$ cat src/rtl/move_commit_ctrl_pkg.sv
// move_commit_ctrl_pkg: shared direction and FSM encodings, default map geometry,
// and the off-map edge test used when a move request is launched.
package move_commit_ctrl_pkg;

    localparam logic [1:0] DIR_UP    = 2'd0;
    localparam logic [1:0] DIR_DOWN  = 2'd1;
    localparam logic [1:0] DIR_LEFT  = 2'd2;
    localparam logic [1:0] DIR_RIGHT = 2'd3;

    localparam int DEF_MAP_W      = 13;
    localparam int DEF_NUM_FLOORS = 10;

    typedef enum logic [2:0] {IDLE, READ, RESOLVE, WRITE, DONE} state_t;

    function automatic logic off_map(input logic [3:0] x, input logic [3:0] y, input logic [1:0] d, input int w);
        logic [3:0] last;
        last = 4'(w - 1);
        return (d == DIR_UP && y == 4'd0) || (d == DIR_DOWN && y == last) ||
               (d == DIR_LEFT && x == 4'd0) || (d == DIR_RIGHT && x == last);
    endfunction

endpackage

$ cat src/rtl/move_commit_ctrl_map_addr_gen.sv
// map_addr_gen: combinational floor/x/y to linear map RAM address, floor-major then row-major.
module map_addr_gen
    import move_commit_ctrl_pkg::*;
#(
    parameter int MAP_W = DEF_MAP_W
) (
    input  logic [15:0] floor_i,
    input  logic [3:0]  x_i,
    input  logic [3:0]  y_i,
    output logic [15:0] addr_o
);

    assign addr_o = floor_i * 16'(MAP_W * MAP_W) + {12'd0, y_i} * 16'(MAP_W) + {12'd0, x_i};

endmodule

$ cat src/rtl/move_commit_ctrl.sv
// move_commit_ctrl: one-step move front end; reads the target tile, hands it to the resolver
// and commits the results. Define MOVE_CTRL_BUF_EN for a one-entry request buffer.
module move_commit_ctrl
    import move_commit_ctrl_pkg::*;
#(
    parameter int MAP_W        = DEF_MAP_W,
    parameter int NUM_FLOORS   = DEF_NUM_FLOORS,
    parameter int RD_LAT       = 1,
    parameter int START_X      = 6,
    parameter int START_Y      = 11,
    parameter int START_FLOOR  = 0,
    parameter int START_HEALTH = 100
) (
    input  logic        clk,
    input  logic        rst,
    input  logic        move_valid,
    input  logic [1:0]  move_dir,
    output logic        move_ready,
    output logic        move_done,
    output logic        move_rejected,
    output logic [15:0] map_addr,
    input  logic [15:0] map_rd_data,
    output logic        map_we,
    output logic [15:0] map_wr_data,
    output logic [3:0]  rs_pos_x,
    output logic [3:0]  rs_pos_y,
    output logic [15:0] rs_tile_id,
    input  logic [15:0] rs_floor_out,
    input  logic [3:0]  rs_goto_x,
    input  logic [3:0]  rs_goto_y,
    input  logic [31:0] rs_key_num_out,
    input  logic [15:0] rs_health_out,
    input  logic [15:0] rs_new_tile_id,
    output logic [15:0] floor,
    output logic [3:0]  player_x,
    output logic [3:0]  player_y,
    output logic [31:0] key_num,
    output logic [15:0] health
);

    state_t      state_q;
    logic [1:0]  cnt_q;
    logic        launch, off, bad_floor, keep;
    logic [1:0]  dir;
    logic [3:0]  tx, ty;
    logic [15:0] tgt_addr;

`ifdef MOVE_CTRL_BUF_EN
    logic       buf_v_q;
    logic [1:0] buf_dir_q;
    logic       accept;

    assign move_ready = !buf_v_q;
    assign accept     = move_valid && move_ready;
    assign dir        = buf_v_q ? buf_dir_q : move_dir;
    assign launch     = (state_q == IDLE && (buf_v_q || move_valid)) || (state_q == DONE && buf_v_q);

    // Anything accepted outside IDLE waits here until DONE/IDLE launches it.
    always_ff @(posedge clk) begin
        if (rst) begin
            buf_v_q   <= 1'b0;
            buf_dir_q <= DIR_UP;
        end else if (accept && state_q != IDLE) begin
            buf_v_q   <= 1'b1;
            buf_dir_q <= move_dir;
        end else if (launch) begin
            buf_v_q   <= 1'b0;
        end
    end
`else
    assign move_ready = (state_q == IDLE);
    assign dir        = move_dir;
    assign launch     = move_valid && move_ready;
`endif

    assign tx        = dir == DIR_LEFT ? player_x - 4'd1 : dir == DIR_RIGHT ? player_x + 4'd1 : player_x;
    assign ty        = dir == DIR_UP ? player_y - 4'd1 : dir == DIR_DOWN ? player_y + 4'd1 : player_y;
    assign off       = off_map(player_x, player_y, dir, MAP_W);
    assign bad_floor = rs_floor_out >= 16'(NUM_FLOORS);
    assign keep      = rs_goto_x == player_x && rs_goto_y == player_y && rs_floor_out == floor &&
                       rs_key_num_out == key_num && rs_health_out == health && rs_new_tile_id == rs_tile_id;

    map_addr_gen #(.MAP_W(MAP_W)) u_addr (
        .floor_i (floor),
        .x_i     (tx),
        .y_i     (ty),
        .addr_o  (tgt_addr)
    );

    always_ff @(posedge clk) begin
        if (rst) begin
            state_q       <= IDLE;
            cnt_q         <= 2'd0;
            move_done     <= 1'b0;
            move_rejected <= 1'b0;
            map_we        <= 1'b0;
            map_addr      <= 16'd0;
            map_wr_data   <= 16'd0;
            rs_pos_x      <= 4'd0;
            rs_pos_y      <= 4'd0;
            rs_tile_id    <= 16'd0;
            player_x      <= 4'(START_X);
            player_y      <= 4'(START_Y);
            floor         <= 16'(START_FLOOR);
            key_num       <= 32'd0;
            health        <= 16'(START_HEALTH);
        end else begin
            move_done <= 1'b0;
            map_we    <= 1'b0;
            case (state_q)
                IDLE, DONE: begin
                    state_q <= IDLE;
                    if (launch && off) begin
                        state_q       <= DONE;
                        move_done     <= 1'b1;
                        move_rejected <= 1'b1;
                    end else if (launch) begin
                        state_q  <= READ;
                        cnt_q    <= 2'd0;
                        rs_pos_x <= tx;
                        rs_pos_y <= ty;
                        map_addr <= tgt_addr;
                    end
                end
                READ: begin
                    cnt_q <= cnt_q + 2'd1;
                    if (cnt_q == 2'(RD_LAT - 1)) begin
                        rs_tile_id <= map_rd_data;
                        state_q    <= RESOLVE;
                    end
                end
                RESOLVE: begin
                    if (bad_floor) begin
                        state_q       <= DONE;
                        move_done     <= 1'b1;
                        move_rejected <= 1'b1;
                    end else begin
                        player_x      <= rs_goto_x;
                        player_y      <= rs_goto_y;
                        floor         <= rs_floor_out;
                        key_num       <= rs_key_num_out;
                        health        <= rs_health_out;
                        move_rejected <= keep;
                        // map_addr still holds the target on the pre-move floor for the write-back.
                        if (rs_new_tile_id != rs_tile_id) begin
                            state_q     <= WRITE;
                            map_we      <= 1'b1;
                            map_wr_data <= rs_new_tile_id;
                        end else begin
                            state_q   <= DONE;
                            move_done <= 1'b1;
                        end
                    end
                end
                WRITE: begin
                    state_q   <= DONE;
                    move_done <= 1'b1;
                end
                default: state_q <= IDLE;
            endcase
        end
    end

endmodule

$ cat config.mk
export PLATFORM = sky130hd
export DESIGN_NAME = move_commit_ctrl
export DESIGN_NICKNAME = d
export VERILOG_FILES = /design/src/rtl/move_commit_ctrl_pkg.sv /design/src/rtl/move_commit_ctrl_map_addr_gen.sv /design/src/rtl/move_commit_ctrl.sv
export SDC_FILE = /design/constraint.sdc
export NUM_CORES = 1
export LEC_CHECK = 0
export BUFFER_PORTS_ARGS = -buffer_cell sky130_fd_sc_hd__buf_2
export CAP_MARGIN = 20
export CORE_ASPECT_RATIO = 0.5
export CORE_UTILIZATION = 53
export CTS_BUF_LIST = sky130_fd_sc_hd__clkbuf_16
export CTS_CLUSTER_SIZE = 8
export DETAILED_ROUTE_END_ITERATION = 6
export PLACE_DENSITY = 0.82
export SKIP_CTS_REPAIR_TIMING = 1
export SYNTH_ARGS = -nofsm -noshare
export SYNTH_HDL_FRONTEND = slang
export SYNTH_HIERARCHICAL = 1
export SYNTH_SLANG_ARGS = --single-unit
$ cat constraint.sdc
create_clock -name clk -period 7.35 [get_ports clk]
set_input_delay 1.1025 -clock clk [delete_from_list [all_inputs] [get_ports clk]]
set_output_delay 1.1025 -clock clk [all_outputs]
set_load 0.01 [all_outputs]
Word level (Yosys, flattened, before mapping)
Index checks and enable logic that the tools add are counted.
{ "classes": {"mul": 2, "n_reduce_logical": 29, "order_cmp": 1, "div": 0, "mux": 21, "n_addsub": 7, "eq_ne": 20, "n_shift": 0, "bitwise": 3} }
{ "ops": {"columns": ["cell", "n"], "rows": [
  ["16-bit equality test", 3],
  ["32-bit equality test", 1],
  ["16-bit by 4-bit adder with 16-bit output", 1],
  ["16-bit by 8-bit adder with 16-bit output", 1],
  ["16-bit by 4-bit greater-or-equal comparator with 1-bit output (second input constant)", 1],
  ["16-bit by 8-bit multiplier with 16-bit output (second input constant)", 1],
  ["4-bit 2-to-1 mux", 4],
  ["16-bit != test", 1],
  ["3-bit 2-to-1 mux", 4],
  ["3-bit one-hot mux with 4 select lines", 1],
  ["1-bit logical AND", 11],
  ["3-bit AND reduction", 3],
  ["4-bit by 1-bit adder with 4-bit output (second input constant)", 2],
  ["4-bit equality test", 2],
  ["4-bit equality test (second input constant)", 2],
  ["4-bit logical NOT", 2],
  ["4-bit by 4-bit multiplier with 8-bit output (second input constant)", 1],
  ["2-bit != test (second input constant)", 4],
  ["4-bit by 1-bit subtractor with 4-bit output (second input constant)", 2],
  ["1-bit 2-to-1 mux", 7],
  ["3-bit by 2-bit equality test with 1-bit output (second input constant)", 2],
  ["2-bit AND reduction", 3],
  ["2-bit equality test (second input constant)", 2],
  ["2-bit logical NOT", 2],
  ["14 further kinds", 20]
]} }
{ "word_totals": {"memories": 0, "romBits": 0, "word_cells": 98, "out_inout_bits": 132, "input_bits": 109, "mem_bits_rw": 0, "latch_bits": 0, "reg_bits": 136} }

Logic depth before layout (Yosys ltp)
{ "logic_depth": {"ltp_word": 8, "ltp_mapped": 23, "depth_no_buf": 23} }

Modules after synthesis
Netlist, hierarchy kept.
{ "modules_own_cells": {"columns": ["mod", "area_per_inst_um2", "instances", "seq_area_each_um2", "cells_per_inst"], "rows": [
  ["move_commit_ctrl", 6044.5, 1, 2722.6, 717],
  ["map_addr_gen", 2178.3, 1, 0.0, 230]
]} }

Worst setup path after synthesis
No wires, ideal clock.
{ "synth_path": {"kind": "input port to flip-flop", "start": "input port move_dir[0]", "end": "register map_addr[14]", "stages": 21, "required_ps": 7222, "n_path_buf": 1, "path_slack_ps": 1589, "arrival_ps": 5633, "setup_ps": 128, "cell_sequence": "clkbuf_1 > or4_1 > a21oi_1 > xor2_1 > ha_1 > inv_1 > ha_1 > fa_1 > fa_1 > inv_1 > fa_1 > inv_1 > ha_1 > nand2_1 > o21bai_1 > a21boi_1 > o31ai_2 > o22a_1 > o21ai_1 > mux2i_1 > nor2_1"} }
{ "synth_between": {"elab_cells_between_ends": 21, "classes_between": "add/sub: 2; mul: 1; eq/ne: 3; mux: 4; bitwise: 1; reduce/logical: 10"} }
{ "synth_rtl": {"columns": ["element", "line_no", "source"], "rows": [
  ["start: declaration", "move_commit_ctrl.sv:17", "input logic [1:0] move_dir,"],
  ["2-bit by 1-bit equality test with 1-bit output", "move_commit_ctrl.sv:77", "assign ty = dir == DIR_UP ? player_y - 4'd1 : dir == DIR_DOWN ? player_y + 4'd1 : player_y;"],
  ["4-bit 2-to-1 mux", "move_commit_ctrl.sv:77", null],
  ["4-bit 2-to-1 mux *", "move_commit_ctrl.sv:77", null],
  ["via ty[3]", "move_commit_ctrl.sv:45", "logic [3:0] tx, ty;"],
  ["4-bit by 4-bit multiplier with 8-bit output *", "move_commit_ctrl_map_addr_gen.sv:13", "assign addr_o = floor_i * 16'(MAP_W * MAP_W) + {12'd0, y_i} * 16'(MAP_W) + {12'd0, x_i};"],
  ["16-bit by 8-bit adder with 16-bit output *", "move_commit_ctrl_map_addr_gen.sv:13", null],
  ["16-bit by 4-bit adder with 16-bit output *", "move_commit_ctrl_map_addr_gen.sv:13", null],
  ["via tgt_addr[14]", "move_commit_ctrl.sv:46", "logic [15:0] tgt_addr;"],
  ["end signal: assignment", "move_commit_ctrl.sv:122", "map_addr <= tgt_addr;"],
  ["end: declaration", "move_commit_ctrl.sv:21", "output logic [15:0] map_addr,"]
]} }
The timed path passes the listed nets; every way through them passes the cells marked *.
A chain may end at the register's enable or synchronous reset.

Worst setup path in the final report
Same ends and word-level chain as after synthesis.

==> impl_metrics.yaml <==
critical_path:
  endpoint_kind: "register"
  cp_data_arrival_time_ps: 5970
  crit_required_ps: 7620
  cp_max_fo: 12
  cp-start-kind: "primary input"
  crit_path_top_delay_cell: "fa_1"
  path_cells: "buf_2 > or4_1 > a21oi_1 > xor2_1 > ha_1 > inv_1 > ha_1 > fa_1 > fa_1 > inv_1 > fa_1 > inv_1 > ha_1 > nand2_1 > o21bai_1 > a21boi_1 > o31ai_2 > o22a_1 > o21ai_1 > mux2i_1 > nor2_1"
  crit_type: "in -> reg"
  critPathMaxStageDelay_ps: 530
  reg2reg_depth: 20
  reg2reg_from: "player_y[0]"
  startpoint: "move_dir[0]"
sta:
  maxSlewHeadroom_pct: 43.7
  grt_setup_unrepaired: "false"
  setup_viol: 0
  finalSetupTns_ps: 0
  finalCritPeriodShare_pct: 77.6
  worst_slew_pin_slew_ps: 844
  finalHoldViolCount: 0
  max_freq_mhz: 175
  clock_skew_ps: 14.1
  fin_crit_ps: 5710
  layout_setup_ws_ps: 1640
  maxSlewViolCount: 0
synth:
  ys_warn_count: 6
  synth_edf_count: 0
  netlist_area_um2: 8220
  synth_top_family_by_area: "adder cells"
  yosys.area_share.simple_pct: 16.8
  synthMuxAreaShare_pct: 3.16
  syn_inst: 947
  syn_area_per_cell_um2: 8.68
  synthXorXnorAreaFrac_pct: 12.2
  async_flop_share_pct: 0
  synth_fa_ha_area_share_pct: 18.5
  ys_dominant_reg_cell: "dfxtp_1"
  yosys_register_bits: 136
  synth_cell_types: 50
  synth_compound_area_share_pct: 10.6
  synth_nets: 1161
  ys_seq_area_share_pct: 33.1
die:
  io_pins: 241
  die_h_um: 90.1
  fp.dieArea_um2: 16000
  die_width_um: 178
  rows: 31
  start_util_pct: 55.5
  coreArea_um2: 14800
global_routing:
  grt_usage_pct: 28.2
  grt_pass1_wl_um: 35700
  overflow: 0
  grt_max_degree: 83
  antenna_found_initial: 0
  grt_pass1_vias: 7335
worst_hold_path:
  min_from: "cnt_q[1]"
  hold_path_class: "reg -> reg"
  worstHoldPathCells: 2
pwr:
  p_seq_share_pct: 41.0
  switching_share_pct: 27.8
  pwr-share-comb_pct: 13.8
  irDropWorstVdd_mv: 0.141
  p_total_uw: 1870
  power.switching_uw: 520
  leakage_uw: 0.00478
  power_density_nw_per_um2: 185
  p_clk_share_pct: 45.2
  p_int_uw: 1350
clock_network:
  cts_buffers: 17
  clk_latency_ps: 420
  cts_tree: "done"
  cts_num_sinks: 136
  root_buffer: "clkbuf_16"
  path_clk_slew_ps: 60
  cts_buffer_depth: 2
  cts-htree-levels: 4
layout:
  antennaDiodeCount: 0
  fin_util_pct: 68.4
  area_delta_synth_final_pct: 23.2
  drive_above_1_share_pct: 24.4
  nets: 1379
run_status:
  status: "finished clean"
place:
  pre_cts_slack_ps: 1280
  numPortBuffers: 240
  gp_congestion: 0.901
  dp_hpwl_um: 16700
drt:
  routed_wl_um: 22400
  antenna_left: 0
  drtIter0Drc: 540
  avgViaCountPerCell: 5.35
  via_count: 7363
  wl_per_cell_um: 16.3
  drcViolationCount: 0
  drt_pass1_iterations: 5
flow_run:
  cap_violations: 0
-- per-stage QoR --
step,hold slack [ps],cells,instance area [µm²]
after floorplan,444,947,8220
after global placement,450,1343,9520
after detailed placement,464,1343,9520
after CTS,472,1375,10100
after global routing,491,1376,10100
final,472,1376,10100
-- synth_stat cells, drive strengths merged, types with 2 or more instances --
| cell type | count | area [µm²] |
|---|---|---|
| nand2 | 164 | 616 |
| dfxtp | 136 | 2720 |
| a21oi | 100 | 504 |
| xnor2 | 93 | 815 |
| ha | 77 | 963 |
| inv | 71 | 267 |
| nor2 | 39 | 146 |
| clkbuf | 36 | 135 |
| fa | 28 | 561 |
| o21ai | 27 | 135 |
| mux2i | 26 | 260 |
| nand4 | 22 | 138 |
| xor2 | 22 | 193 |
| nand3 | 21 | 105 |
| and2 | 14 | 87.6 |
| nor4 | 10 | 77.6 |
| buf | 9 | 57.6 |
| nor3 | 7 | 40.0 |
| nand3b | 6 | 45.0 |
| o21a | 4 | 37.5 |
| or4 | 4 | 37.5 |
| a211o | 3 | 26.3 |
| a31oi | 3 | 18.8 |
| and3 | 2 | 12.5 |
| and4 | 2 | 18.8 |
| nand2b | 2 | 12.5 |
| nor2b | 2 | 12.5 |
| o2111ai | 2 | 17.5 |
| o221ai | 2 | 35.0 |
| o22a | 2 | 17.5 |
-- metal layers --
| metal | GRT usage [%] | vias to the layer above | share of wire (%) |
|---|---|---|---|
| met4 | 10.7 | 0 | 2.4 |
| met3 | 5.12 | 48 | 5.3 |
| met2 | 49.7 | 232 | 50 |
| li1 | - | 3590 | - |
| met1 | 33.9 | 3493 | 42 |
| met5 | 0 | - | 0 |
-- worst max-delay path, delay by kind of cell --
kind,cells,cell delay [ps]
muxes,1,120
xor gates and xnor gates,1,340
buffers and inverters,4,330
adders and majority gates,6,2430
AOI/OAI and AO/OA,6,1040
and+or+nand+nor,3,610
-- flip-flops by register name, summed over array words and instances (netlist names) --
signal	count
map_we	1
player_x	4
move_done	1
player_y	4
rs_pos_y	4
health	16
state_q	3
rs_tile_id	16
key_num	32
map_wr_data	16
rs_pos_x	4
cnt_q	2
move_rejected	1
map_addr	16
floor	16
-- power by group through the flow --
stage	sequential (µW)	clock, µW	combinational [µW]
6_report	768	846	257
3_5_place_dp	784	0	251
2_1_floorplan	790	0	152
5_1_grt	770	893	285
4_1_cts	767	854	255
3_3_place_gp	783	0	243
-- cell usage in the layout (no fill, tap or decap), types with 26 or more instances in the layout --
master   Yosys  layout
buf_2        7     239
nand2_1    164     164
dfxtp_1    136     136
a21oi_1     99      99
xnor2_1     93      93
ha_1        77      77
inv_1       71      71
nor2_1      39      39
fa_1        28      28
mux2i_1     26      26
-- final timing paths --
check            endpoint  slack, ps
max          map_addr[14]       1640
min              cnt_q[1]        470
max reg2reg  map_addr[14]       1720
min reg2reg      cnt_q[1]        470
-- cell type report --
cell class	count	area [µm²]
clock inverters	15	154
fillers	1183	4690
flip-flops and latches	136	2720
repair buffers	244	1250
clock buffers	17	425
well taps	198	248
inverters	71	267
multi-input cells	695	5060
-- logic make-up after synthesis --
logic type | count (synthesis)
and+or+nand+nor | 299
AOI/OAI and AO/OA | 150
DFF | 136
buffers and inverters | 116
xor gates and xnor gates | 115
adders and majority gates | 105
muxes | 26
Note: power is estimated with default switching activity, not from simulation.
